===== src/rtl/instr_prefetch_buf_pkg.sv =====
// Shared widths, reset pc default and fetch FSM encodings for the prefetch buffer.
package instr_prefetch_buf_pkg;

    localparam int          IPB_ADDR_WIDTH  = 32;
    localparam int          IPB_INSTR_WIDTH = 32;
    localparam int          IPB_DEPTH       = 4;
    localparam logic [31:0] IPB_RESET_PC    = 32'h0;

    localparam logic [1:0] ST_FETCH = 2'd0;
    localparam logic [1:0] ST_STALL = 2'd1;
    localparam logic [1:0] ST_FLUSH = 2'd2;

endpackage


===== src/rtl/instr_prefetch_buf_if.sv =====
// Decode-side valid/ready channel carrying {pc, instr} pairs.
interface instr_prefetch_buf_if
    import instr_prefetch_buf_pkg::*;
#(
    parameter int ADDR_WIDTH  = IPB_ADDR_WIDTH,
    parameter int INSTR_WIDTH = IPB_INSTR_WIDTH
);
    logic                   dec_valid;
    logic                   dec_ready;
    logic [INSTR_WIDTH-1:0] dec_instr;
    logic [ADDR_WIDTH-1:0]  dec_pc;

    modport master (output dec_valid, output dec_instr, output dec_pc, input dec_ready);
    modport slave  (input dec_valid, input dec_instr, input dec_pc, output dec_ready);
endinterface


===== src/rtl/instr_prefetch_buf_fetch_fifo.sv =====
// Purpose: generic synchronous FIFO with wrapping pointers, occupancy count and sync clear.
// Latency: registered storage, a pushed entry is visible at the head the next cycle.
// Backpressure: push is dropped when full unless a pop frees the slot in the same cycle.
module instr_prefetch_buf_fetch_fifo #(
    parameter int WIDTH = 64,
    parameter int DEPTH = 4,
    parameter int CW    = $clog2(DEPTH) + 1
) (
    input  logic             cpu_clk,
    input  logic             cpu_rst,
    input  logic             clr,
    input  logic             push,
    input  logic [WIDTH-1:0] push_dat,
    input  logic             pop,
    output logic [WIDTH-1:0] pop_dat,
    output logic             empty,
    output logic [CW-1:0]    count
);
    localparam int PW = $clog2(DEPTH);
    localparam logic [CW-1:0] FULL_CNT = CW'(DEPTH);

    logic [WIDTH-1:0] mem [DEPTH];
    logic [PW-1:0]    wr_ptr;
    logic [PW-1:0]    rd_ptr;
    logic             full;
    logic             do_push;
    logic             do_pop;

    assign empty   = (count == '0);
    assign full    = (count == FULL_CNT);
    assign do_pop  = pop && !empty;
    // A pop in the same cycle frees the slot before the write lands.
    assign do_push = push && (!full || do_pop);
    assign pop_dat = mem[rd_ptr];

    always_ff @(posedge cpu_clk) begin
        if (do_push) begin
            mem[wr_ptr] <= push_dat;
        end
    end

    always_ff @(posedge cpu_clk) begin
        if (cpu_rst || clr) begin
            wr_ptr <= '0;
            rd_ptr <= '0;
            count  <= '0;
        end else begin
            if (do_push) begin
                wr_ptr <= wr_ptr + 1'b1;
            end
            if (do_pop) begin
                rd_ptr <= rd_ptr + 1'b1;
            end
            case ({do_push, do_pop})
                2'b10:   count <= count + 1'b1;
                2'b01:   count <= count - 1'b1;
                default: count <= count;
            endcase
        end
    end
endmodule


===== src/rtl/instr_prefetch_buf.sv =====
// Purpose: fetch front end owning pc/next_pc, buffering {pc, instr} for decode.
// Latency: response at cycle N appears on dec_valid at N+1; redirect squashes one cycle.
// Backpressure: full FIFO stalls fetch, responses are dropped and the same pc is re-read.
module instr_prefetch_buf
    import instr_prefetch_buf_pkg::*;
#(
    parameter int                    DEPTH       = IPB_DEPTH,
    parameter int                    ADDR_WIDTH  = IPB_ADDR_WIDTH,
    parameter int                    INSTR_WIDTH = IPB_INSTR_WIDTH,
    parameter logic [ADDR_WIDTH-1:0] RESET_PC    = ADDR_WIDTH'(IPB_RESET_PC),
    parameter int                    CW          = $clog2(DEPTH) + 1
) (
    input  logic                   cpu_clk,
    input  logic                   cpu_rst,
    output logic [ADDR_WIDTH-1:0]  next_pc,
    output logic [ADDR_WIDTH-1:0]  pc,
    input  logic [INSTR_WIDTH-1:0] instr_read_data,
    input  logic                   instr_read_data_valid,
    input  logic                   redirect,
    input  logic [ADDR_WIDTH-1:0]  redirect_pc,
    instr_prefetch_buf_if.master   dec,
    output logic [CW-1:0]          fifo_count
);
    localparam int                    EW       = ADDR_WIDTH + INSTR_WIDTH;
    localparam logic [CW-1:0]         FULL_CNT = CW'(DEPTH);
    localparam logic [ADDR_WIDTH-1:0] PC_STEP  = ADDR_WIDTH'(4);
    localparam logic [ADDR_WIDTH-1:0] PC_ALIGN = ~ADDR_WIDTH'(3);

    logic [1:0]            state_q;
    logic [1:0]            state_d;
    logic                  accept;
    logic                  pop;
    logic                  fifo_empty;
    logic [EW-1:0]         head_dat;
    logic [CW-1:0]         count_post;
    logic [ADDR_WIDTH-1:0] pc_inc;
    logic [ADDR_WIDTH-1:0] redirect_aligned;

    assign accept           = instr_read_data_valid && (state_q == ST_FETCH) && !redirect;
    assign pop              = !fifo_empty && dec.dec_ready && !redirect;
    assign pc_inc           = pc + PC_STEP;
    assign redirect_aligned = redirect_pc & PC_ALIGN;

    always_comb begin
        next_pc = pc;
        if (redirect) begin
            next_pc = redirect_aligned;
        end else if (accept) begin
            next_pc = pc_inc;
        end
    end

    // pc only ever moves to next_pc, so the memory side sees the same address one cycle early.
    always_ff @(posedge cpu_clk) begin
        if (cpu_rst) begin
            pc <= RESET_PC;
        end else begin
            pc <= next_pc;
        end
    end

    always_comb begin
        count_post = fifo_count;
        if (accept && !pop) begin
            count_post = fifo_count + 1'b1;
        end else if (pop && !accept) begin
            count_post = fifo_count - 1'b1;
        end
    end

    always_comb begin
        state_d = state_q;
        if (redirect) begin
            state_d = ST_FLUSH;
        end else begin
            case (state_q)
                ST_FETCH: state_d = (count_post == FULL_CNT) ? ST_STALL : ST_FETCH;
                ST_STALL: state_d = (count_post <  FULL_CNT) ? ST_FETCH : ST_STALL;
                default:  state_d = ST_FETCH;
            endcase
        end
    end

    always_ff @(posedge cpu_clk) begin
        if (cpu_rst) begin
            state_q <= ST_FETCH;
        end else begin
            state_q <= state_d;
        end
    end

    instr_prefetch_buf_fetch_fifo #(
        .WIDTH (EW),
        .DEPTH (DEPTH),
        .CW    (CW)
    ) u_fetch_fifo (
        .cpu_clk  (cpu_clk),
        .cpu_rst  (cpu_rst),
        .clr      (redirect),
        .push     (accept),
        .push_dat ({pc, instr_read_data}),
        .pop      (pop),
        .pop_dat  (head_dat),
        .empty    (fifo_empty),
        .count    (fifo_count)
    );

    // Head is zeroed while empty so decode never sees stale storage.
    assign dec.dec_valid = !fifo_empty;
    assign dec.dec_pc    = fifo_empty ? '0 : head_dat[EW-1:INSTR_WIDTH];
    assign dec.dec_instr = fifo_empty ? '0 : head_dat[INSTR_WIDTH-1:0];
endmodule


===== src/flat_wrapper.sv =====
// flat-port wrapper written by rule: the top's interface ports become plain ports
module instr_prefetch_buf_flat import instr_prefetch_buf_pkg::*;
#(
    parameter int                    DEPTH       = IPB_DEPTH,
    parameter int                    ADDR_WIDTH  = IPB_ADDR_WIDTH,
    parameter int                    INSTR_WIDTH = IPB_INSTR_WIDTH,
    parameter logic [ADDR_WIDTH-1:0] RESET_PC    = ADDR_WIDTH'(IPB_RESET_PC),
    parameter int                    CW          = $clog2(DEPTH) + 1
)
  (cpu_clk, cpu_rst, next_pc, pc, instr_read_data, instr_read_data_valid, redirect, redirect_pc, fifo_count, dec_dec_valid, dec_dec_instr, dec_dec_pc, dec_dec_ready);
  instr_prefetch_buf_if #(.ADDR_WIDTH(ADDR_WIDTH), .INSTR_WIDTH(INSTR_WIDTH)) dec_i ();
  input  logic cpu_clk;
  input  logic cpu_rst;
  output logic [ADDR_WIDTH-1:0] next_pc;
  output logic [ADDR_WIDTH-1:0] pc;
  input  logic [INSTR_WIDTH-1:0] instr_read_data;
  input  logic instr_read_data_valid;
  input  logic redirect;
  input  logic [ADDR_WIDTH-1:0] redirect_pc;
  output logic [CW-1:0] fifo_count;
  output wire logic [$bits(dec_i.dec_valid)-1:0] dec_dec_valid;
  output wire logic [$bits(dec_i.dec_instr)-1:0] dec_dec_instr;
  output wire logic [$bits(dec_i.dec_pc)-1:0] dec_dec_pc;
  input wire logic [$bits(dec_i.dec_ready)-1:0] dec_dec_ready;
  assign dec_dec_valid = dec_i.dec_valid;
  assign dec_dec_instr = dec_i.dec_instr;
  assign dec_dec_pc = dec_i.dec_pc;
  assign dec_i.dec_ready = dec_dec_ready;
  instr_prefetch_buf #(.DEPTH(DEPTH), .ADDR_WIDTH(ADDR_WIDTH), .INSTR_WIDTH(INSTR_WIDTH), .RESET_PC(RESET_PC), .CW(CW)) u_core (.cpu_clk(cpu_clk), .cpu_rst(cpu_rst), .next_pc(next_pc), .pc(pc), .instr_read_data(instr_read_data), .instr_read_data_valid(instr_read_data_valid), .redirect(redirect), .redirect_pc(redirect_pc), .dec(dec_i), .fifo_count(fifo_count));
endmodule

===== config.mk =====
export PLATFORM = sky130hd
export DESIGN_NAME = instr_prefetch_buf_flat
export DESIGN_NICKNAME = d
export VERILOG_FILES = /design/src/rtl/instr_prefetch_buf_pkg.sv /design/src/rtl/instr_prefetch_buf_if.sv /design/src/rtl/instr_prefetch_buf_fetch_fifo.sv /design/src/rtl/instr_prefetch_buf.sv /design/src/flat_wrapper.sv
export SDC_FILE = /design/constraint.sdc
export NUM_CORES = 1
export LEC_CHECK = 0
export CORE_ASPECT_RATIO = 1.5
export CORE_MARGIN = 2
export CORE_UTILIZATION = 50
export DETAILED_ROUTE_END_ITERATION = 12
export DONT_BUFFER_PORTS = 1
export PLACE_DENSITY_LB_ADDON = 0.3
export SYNTH_ARGS = -nofsm -noshare
export SYNTH_HDL_FRONTEND = slang
export SYNTH_SLANG_ARGS = --single-unit

===== constraint.sdc =====
create_clock -name cpu_clk -period 3.5 [get_ports cpu_clk]
set_input_delay 0.35 -clock cpu_clk [delete_from_list [all_inputs] [get_ports cpu_clk]]
set_output_delay 0.35 -clock cpu_clk [all_outputs]
set_load 0.01 [all_outputs]

After elaboration in Yosys (flattened, before gate mapping)
Memory sizes are Yosys's and may differ from the RTL's. A register that Yosys moved wholly into a read port is not among the register bits. Index checks and enable logic that the tools add are counted. Widths: inputs -> output; s select.

Memories kept: 1. Logic and storage cells: 52. Bits in registers: 41. Input bits: 69. Memory bits (writable): 256. Output and inout port bits: 132.

Memories: u_core.u_fetch_fifo.mem (depth 4, width 64, read ports 1, clocked after Yosys merged registers in 1, write ports 1, line instr_prefetch_buf_fetch_fifo.sv:22) `logic [WIDTH-1:0] mem [DEPTH];`.

Order comparisons: 1. Reductions and logical operators: 19. Mux-type cells: 15. Eq/ne operators: 5. Add/sub/neg operators: 5.

Operators with widths (number): $mux 32 (4); $add 32x3->32 const B (1); $logic_and 1x1->1 (8); $eq 3x3->1 const B (2); $mux 2 (3); $mux 3 (2); $pmux 3 s2 (1); $logic_not 1->1 (5); $add 2x1->2 const B (2); $eq 2x1->1 const B (2); $mux 1 (4); $pmux 2 s2 (1); $add 3x1->3 const B (1); $logic_not 3->1 (1); $lt 3x3->1 const B (1); $sub 3x1->3 const B (1); $eq 2x2->1 const B (1); $logic_not 2->1 (1); $logic_or 1x1->1 (2); $reduce_bool 2->1 (1); $reduce_or 2->1 (1).

Depth between registers and ports, before layout
Gate-level depths: netlist of run 1.

Word-level depth: 11. Gate-level depth with buffers: 7. Gate-level depth less buffers: 7.

Hierarchy
From an unflattened synthesis of run 1, not the netlist that was laid out.

Cells, all modules: 747. Area total of the unflattened synthesis: 12318.1 µm².

Modules (own cells, without submodules): instr_prefetch_buf_fetch_fifo (cells each 390, times used 1, area each 9744.3 µm², seq. area each 7867.5 µm²); instr_prefetch_buf (cells each 357, times used 1, area each 2573.7 µm², seq. area each 680.7 µm²).

Worst setup path before layout of run 1
No wires, ideal clock.

Path type: input to register. Start point: input port redirect. End point: memory u_core.u_fetch_fifo.mem[1][0] (enable). Path buffers: 1. Cell stages on the path: 4. Library setup time: 0.429 ns. Slack: 0.142 ns. Required time: 3.071 ns. Data arrival time: 2.929 ns. Cell sequence: buf_2 -> or4b_4 -> a31oi_1 -> and2_1.

Word-level cells in the longest chain between the ends: 7. Elaborated cells between the ends (all ways): 8. Classes of those cells: mux: 2; reduce/logical: 6.

Ends and longest elaborated chain: start: declaration (line flat_wrapper.sv:18) `input logic redirect;`; $logic_not 1->1 (*) (line instr_prefetch_buf.sv:39, instr_prefetch_buf.sv:40); $logic_and 1x1->1 (line instr_prefetch_buf.sv:40) `assign pop = !fifo_empty && dec.dec_ready && !redirect;`; $logic_and 1x1->1 (line instr_prefetch_buf_fetch_fifo.sv:31) `assign do_pop = pop && !empty;`; $logic_or 1x1->1 (line instr_prefetch_buf_fetch_fifo.sv:33) `assign do_push = push && (!full || do_pop);`; $logic_and 1x1->1 (*) (line instr_prefetch_buf_fetch_fifo.sv:33); $mux 1 (*) (line instr_prefetch_buf_fetch_fifo.sv:37) `if (do_push) begin`; $mux 1 (implied by the code) (*) (line instr_prefetch_buf_fetch_fifo.sv:38) `mem[wr_ptr] <= push_dat;`; end: declaration (line instr_prefetch_buf_fetch_fifo.sv:22).

Mark *: on every way between the ends. The rest lies on a longest branch, timed or not.

Worst setup path in the final report of run 1
Start point: register u_core.pc[18]. End point: output port next_pc[29].

Word-level cells in the longest chain between the ends: 3.

Ends and longest elaborated chain: start: declaration (line instr_prefetch_buf.sv:16) `output logic [ADDR_WIDTH-1:0] pc,`; start signal: assignment (line instr_prefetch_buf.sv:58) `pc <= next_pc;`; $add 32x3->32 (line instr_prefetch_buf.sv:41) `assign pc_inc = pc + PC_STEP;`; $mux 32 (line instr_prefetch_buf.sv:48) `end else if (accept) begin`; $mux 32 (line instr_prefetch_buf.sv:46) `if (redirect) begin`; end: declaration (line flat_wrapper.sv:14) `output logic [ADDR_WIDTH-1:0] next_pc;`.

No other way between the ends.

==> results of run 1 <==
[logic make-up after synthesis]
family	synth area share [%]
compound gates	3.03
xor+xnor	1.42
fa+ha+maj	0.813
buf+inv	1.99
flops	69.4
mux	12.8
simple gates	10.5
[flip-flops by register name (all words and copies together) (netlist names), named ones only]
signal and count:
u_core.u_fetch_fifo.wr_ptr 2, u_core.state_q 2, u_core.u_fetch_fifo.count 3, u_core.u_fetch_fifo.mem 256, u_core.pc 32, u_core.u_fetch_fifo.rd_ptr 2
[worst paths after layout]
kind                                         end  cells past startpoint                          start  slack [ns]
setup / recovery                     next_pc[29]                      5                  u_core.pc[18]        0.19
setup reg to reg  u_core.u_fetch_fifo.mem[2][20]                      4              u_core.state_q[0]        0.76
hold reg to reg                        flip-flop                      2  u_core.u_fetch_fifo.rd_ptr[0]        0.53
hold / removal                         flip-flop                      2                       redirect        0.02
[placed cells by master, fill, tap and decap left out, types with 3 or more instances in the layout]
cell	n
nor4_1	10
edfxtp_1	256
clkbuf_16	29
o21ai_0	11
clkbuf_1	7
nor2b_1	12
bufinv_16	4
and4_1	5
ha_1	8
nor3_1	17
mux4_2	64
dlygate4sd3_1	40
xor2_1	9
a31oi_1	3
o21a_1	5
buf_4	8
and2_1	66
dfxtp_1	41
or3_1	4
xnor2_1	11
a211oi_1	7
nand4_1	12
mux2_2	7
mux2i_1	6
a21oi_1	18
clkinv_2	4
nand2_1	25
nor2_1	36
inv_1	22
nand3_1	17
and2_4	4
o31a_1	3
buf_12	5
and3_1	4
[report_power, final]
| part | switching (mW) | internal, mW |
|---|---|---|
| sequential | 0.0893 | 3.93 |
| clock | 1.27 | 1.84 |
| combinational | 0.214 | 0.153 |
| total | 1.57 | 5.92 |
[layer usage]
| metal | GRT usage (%) | wire length [um] | part of all wire [%] |
|---|---|---|---|
| met5 | 0 | 0 | 0 |
| met3 | 4.16 | 1760 | 6.7 |
| met2 | 37.4 | 14000 | 53 |
| met4 | 5.96 | 643 | 2.4 |
| met1 | 24.3 | 9860 | 38 |
[cell type report]
type	count	area share, %
clock buffers	37	5.44
flip-flops and latches	299	60.8
repair buffers	53	3.98
clock inverters	14	1.28
inverters	22	0.586
multi-input cells	389	25.1
well taps	324	2.88
[stage by stage]
| step | worst slack, ns | std cells | utilization (%) | hold WS [ns] | cell area (um^2) |
|---|---|---|---|---|---|
| after global placement | 0.844 | 1047 | 52.5 | 0.421 | 12700 |
| after floorplan | 0.142 | 748 | - | 0.422 | 12300 |
| after detailed placement | 0.770 | 1047 | 52.5 | 0.422 | 12700 |
| after CTS | 0.210 | 1138 | 58.0 | 0.00583 | 14100 |
| after global routing | 0.0305 | 1138 | 58.0 | 0.0145 | 14100 |
| final | 0.190 | 1138 | 58.0 | 0.0221 | 14100 |
==> flow_summary.toml, run 1 <==
[clock_tree]
clock_sink_count = 299
cts_root_buf = "clkbuf_16"
cts_buffers = 28
cts-resized-gates = 0
worst_skew_pair.late_latency_ns = 0.54
cts.htree.levels = 1
cts-hold-fix-buffers = 40
tritoncts = "built"
cts_setup_buffers = 0
ctsLongestPathBuffers = 3
clk_pin_slew_ns = 0.07

[floorplan]
core_area_mm2 = 0.0243
num_rows = 70
io_pins = 201
die_area_mm2 = 0.0259
die_y_um = 196
die-width_um = 132
start_util_pct = 50.7

[grt]
grt_pass1_wl_um = 41000
grt_use_total_pct = 20.4
grt_max_degree = 65
grt_pass1_vias = 7097
antenna_found_initial = 0
grt-ovfl-total = 0

[synth]
yosysSeqAreaShare_pct = 69.4
netlist_top_cells_area = "edfxtp_1, mux4_2, dfxtp_1"
yosysUniqueCellTypes = 51
synth_top_cell_area_share_pct = 62.4
synth_warnings = 0
yosysMostFrequentCell = "edfxtp_1"
avgSynthCellArea_um2 = 16.5
synth_edf_count = 256
synth_common_cells = "edfxtp_1, and2_1, mux4_2, dfxtp_1, nor2_1"
ys_ff_latch = 299
synthFlopType = "edfxtp_1"
syn_nets = 825
netlist_area_mm2 = 0.0123
synth_area_leader_cell = "edfxtp_1"
synth_cells = 748
async_flop_share_pct = 0

[placed_design]
place_hpwl_um = 16800
portBuffers = 0
gp_congestion = 0.797

[critical_path]
crit_type = "flip-flop to output port"
worstPathArrival_ns = 2.96
startpoint_type = "flip-flop"
crit_path_max_fanout = 15
cp-end-kind = "output port"
slowest_delay_ns = 0.63
crit_slowest_cell = "dfxtp_1"
cp_num_buf_inv = 0
cp_top_family = "simple AND/OR/NAND/NOR gates"
crit_required_ns = 3.15
crit_chain = "and4_1, nand4_2, nor4_1, mux2_2, nor2_1"

[min_path]
worstHoldPathType = "input port to flip-flop"

[power]
cellLeakagePower_nw = 4.57
peakVddDrop_mv = 0.368
power_mw = 7.49
power.density_mw_per_mm2 = 532

[cells_and_area]
n_fill_cell = 1878
insertedDiodeCount = 0
layout-drive-gt1-share_pct = 17.6
multiInputGateArea_mm2 = 0.00353
area_growth_pct = 14.4
nNetsFinal = 870
seq_area_mm2 = 0.00856

[detailed_routing]
vias_per_cell = 5.89
drt_first_pass_iters = 5
drt_iter0_drc = 523
vias = 6708
final_antenna_net_count = 0
routedWlPerCell_um = 23.1
route.detailed.drc = 0
drt-total-wl_um = 26300

[sta]
rsz0062_at_grt = "no"
slew_viol_final = 0
finalSetupViolCount = 0
relSlewSlack_pct = 22.9
period_share_pct = 94.6
tightest_slew_ns = 1.15
period_needed_ns = 3.31
hold_viol = 0
finClkSkew_ns = 0.0184
fmax_mhz = 302
fin_tns_setup_ns = 0

[run_status]
status = "completed"

[run]
drv_cap = 0
No activity file was read; power rests on OpenSTA's default activity.
==> run 2, diff against run 1 <==
- ABC_AREA: not set -> 1
==> run 2 against run 1 <==
Register-to-register slack better by 0.29 ns. Clock skew down 0.0044 ns. Combinational power about the same. Design area up 2.6%. Largest power group unchanged.
==> flow_summary.toml, run 2 <==
[synth]
yosysUniqueCellTypes = 39
syn_nets = 1282
avgSynthCellArea_um2 = 10.5
synth_area_leader_cell = "edfxtp_1"
synth_common_cells = "nor2_1, edfxtp_1, nand2_1, o21ai_0, a21oi_1"
netlist_area_mm2 = 0.0127
async_flop_share_pct = 0
synth_top_cell_area_share_pct = 60.8
synth_warnings = 0
ys_ff_latch = 299
synth_cells = 1205
netlist_top_cells_area = "edfxtp_1, nor2_1, dfxtp_1"
synth_edf_count = 256
synthFlopType = "edfxtp_1"
yosysMostFrequentCell = "nor2_1"
yosysSeqAreaShare_pct = 67.6

[sta]
slew_viol_final = 0
finalSetupViolCount = 0
rsz0062_at_grt = "no"
fmax_mhz = 340
finClkSkew_ns = 0.0140
period_needed_ns = 2.94
holdWs_ns = 0.0554
period_share_pct = 84.0
tightest_slew_ns = 0.889
fin_tns_setup_ns = 0
relSlewSlack_pct = 40.5
hold_viol = 0

[grt]
grt_use_total_pct = 20.8
grt_pass1_wl_um = 43200
globalRouteMet1Util_pct = 22.9
grt-ovfl-total = 0
antenna_found_initial = 0
grt_pass1_vias = 8287
busiest_layer = "met2"
grt_use_met3_pct = 3.77
grtUsageMet2_pct = 39.0
grt_max_degree = 71

[detailed_routing]
drt-total-wl_um = 28500
drt_first_pass_iters = 7
route.detailed.drc = 0
final_antenna_net_count = 0
drt_iter0_drc = 646
vias = 8625
vias_per_cell = 5.40
routedWlPerCell_um = 17.8

[critical_path]
critical_path_depth = 5
slowest_delay_ns = 0.87
startpoint_type = "flip-flop"
crit_slowest_cell = "dfxtp_4"
worstPathArrival_ns = 2.59
crit_type = "flip-flop to output port"
regToRegSetupSlack_ns = 1.05
cp-end-kind = "output port"
crit_top_cell = "nor2_1"
crit_chain = "buf_4, nor2_1, nor2_1, o21ai_0, a21oi_1"
cp_top_family = "flip-flops"
worst-r2r-cell-count = 8
crit_path_max_fanout = 70
crit_required_ns = 3.15
cp_num_buf_inv = 1

[floorplan]
num_rows = 71
die-width_um = 134
start_util_pct = 50.7
die_y_um = 199
die_area_mm2 = 0.0266
core_area_mm2 = 0.0250
io_pins = 201

[cells_and_area]
top_regs = "u_core.u_fetch_fifo.mem x256, u_core.pc x32, u_core.u_fetch_fifo.count x3"
area_growth_pct = 14.1
final_cell_area_mm2 = 0.0144
fin_cells = 1598
insertedDiodeCount = 0
nNetsFinal = 1326
largest_register = "u_core.u_fetch_fifo.mem"
largest_register_ffs = 256
final_common_cell = "nor2_1"
final_cell_mix = "nor2_1, edfxtp_1, nand2_1"
layout-drive-gt1-share_pct = 8.03
final_util_pct = 57.8
n_fill_cell = 2039

[power]
p_seq_share_pct = 56.6
p_sw_mw = 1.55
clkPwrFrac_pct = 38.2
p_int_mw = 5.55
sw_frac_of_total_pct = 21.8
peakVddDrop_mv = 0.428
p_comb_share_pct = 5.2
cellLeakagePower_nw = 5.07
power.density_mw_per_mm2 = 491

[clock_tree]
clock_sink_count = 299
ctsLongestPathBuffers = 3
cts.htree.levels = 1
worst_skew_pair.late_latency_ns = 0.53
cts_root_buf = "clkbuf_16"
cts_setup_buffers = 0
cts_buffers = 27
tritoncts = "built"
clk_pin_slew_ns = 0.06

[placed_design]
gp_congestion = 0.849
portBuffers = 0
place_hpwl_um = 17100
dpl.cell_count = 1489
dpl-instance-area_mm2 = 0.0130

[run]
drv_cap = 0

[run_status]
status = "completed"

[min_path]
worstHoldPathType = "input port to flip-flop"
hold_depth = 2
[run 2: cell types whose count changed in the layout (fill, tap and decap cells not counted), moves of 18 or more]
cell / delta
nor2_1: +261
o21ai_0: +129
nand2_1: +116
a21oi_1: +75
and2_1: -66
mux4_2: -64
inv_1: +29
nand3_1: +25
dlygate4sd3_1: +18
[run 2: routing by layer]
metal  routed length [um]  vias to the layer above
met4                  969                        0
li1                     -                     4213
met2                15200                      264
met5                    0                        -
met3                 1690                       60
met1                10700                     4088
[run 2: final timing paths]
path / start / to
worst min-delay path: redirect / u_core.state_q[1]
worst max-delay path: flip-flop / dec_dec_instr[13]
worst max register to register: u_core.u_fetch_fifo.count[0] / u_core.u_fetch_fifo.mem[2][1]
worst min register to register: u_core.state_q[0] / u_core.state_q[0]
[run 2: repair_timing]
| action | 4_1_cts | 5_1_grt |
|---|---|---|
| gates resized for setup | 0 | 0 |
| setup endpoints to repair | 0 | 0 |
| endpoints found under the hold margin | 159 | 0 |
| hold buffers | 59 | 0 |
[run 2: power by group through the flow]
stage                     sequential (mW)  clock, mW  combinational, mW
after floorplan                      4.07          0              0.233
after global placement               4.09          0              0.285
after detailed placement             4.10          0              0.289
after CTS                            4.02       2.78              0.370
after global routing                 4.03       2.92              0.409
final                                4.02       2.71              0.367
[run 2: logic make-up (layout without fill, tap and decap cells)]
family,count (synthesis),after routing,share of synthesized area [%]
compound gates,249,249,10.2
flops,299,299,67.6
fa+ha+maj,8,8,0.791
xor+xnor,4,4,0.277
simple gates,529,529,17.4
buf+inv,116,181,3.78
[run 2: worst reg2reg max path: cells and delay by family, from the launching register on]
family / cells / cell delay [ns]
adders and majority gates: 1 / 0.24
and+or+nand+nor: 4 / 0.71
DFF: 1 / 0.42
buffers and inverters: 3 / 0.74
[run 2: per-stage QoR]
| stage | setup WS (ns) | power (mW) |
|---|---|---|
| final | 0.560 | 7.10 |
| after global routing | 0.373 | 7.35 |
| after global placement | 1.00 | 4.38 |
| after detailed placement | 0.972 | 4.39 |
| after floorplan | -0.737 | 4.30 |
| after CTS | 0.535 | 7.16 |
[run 2: area by class of cell]
type	instances	area [um^2]	share of cell area (%)
sequential	299	8550	59.2
multi-input combinational	790	3660	25.3
timing repair buffer	74	776	5.37
clock buffer	36	741	5.13
tap	328	410	2.84
inverter	57	220	1.52
clock inverter	14	82.6	0.572
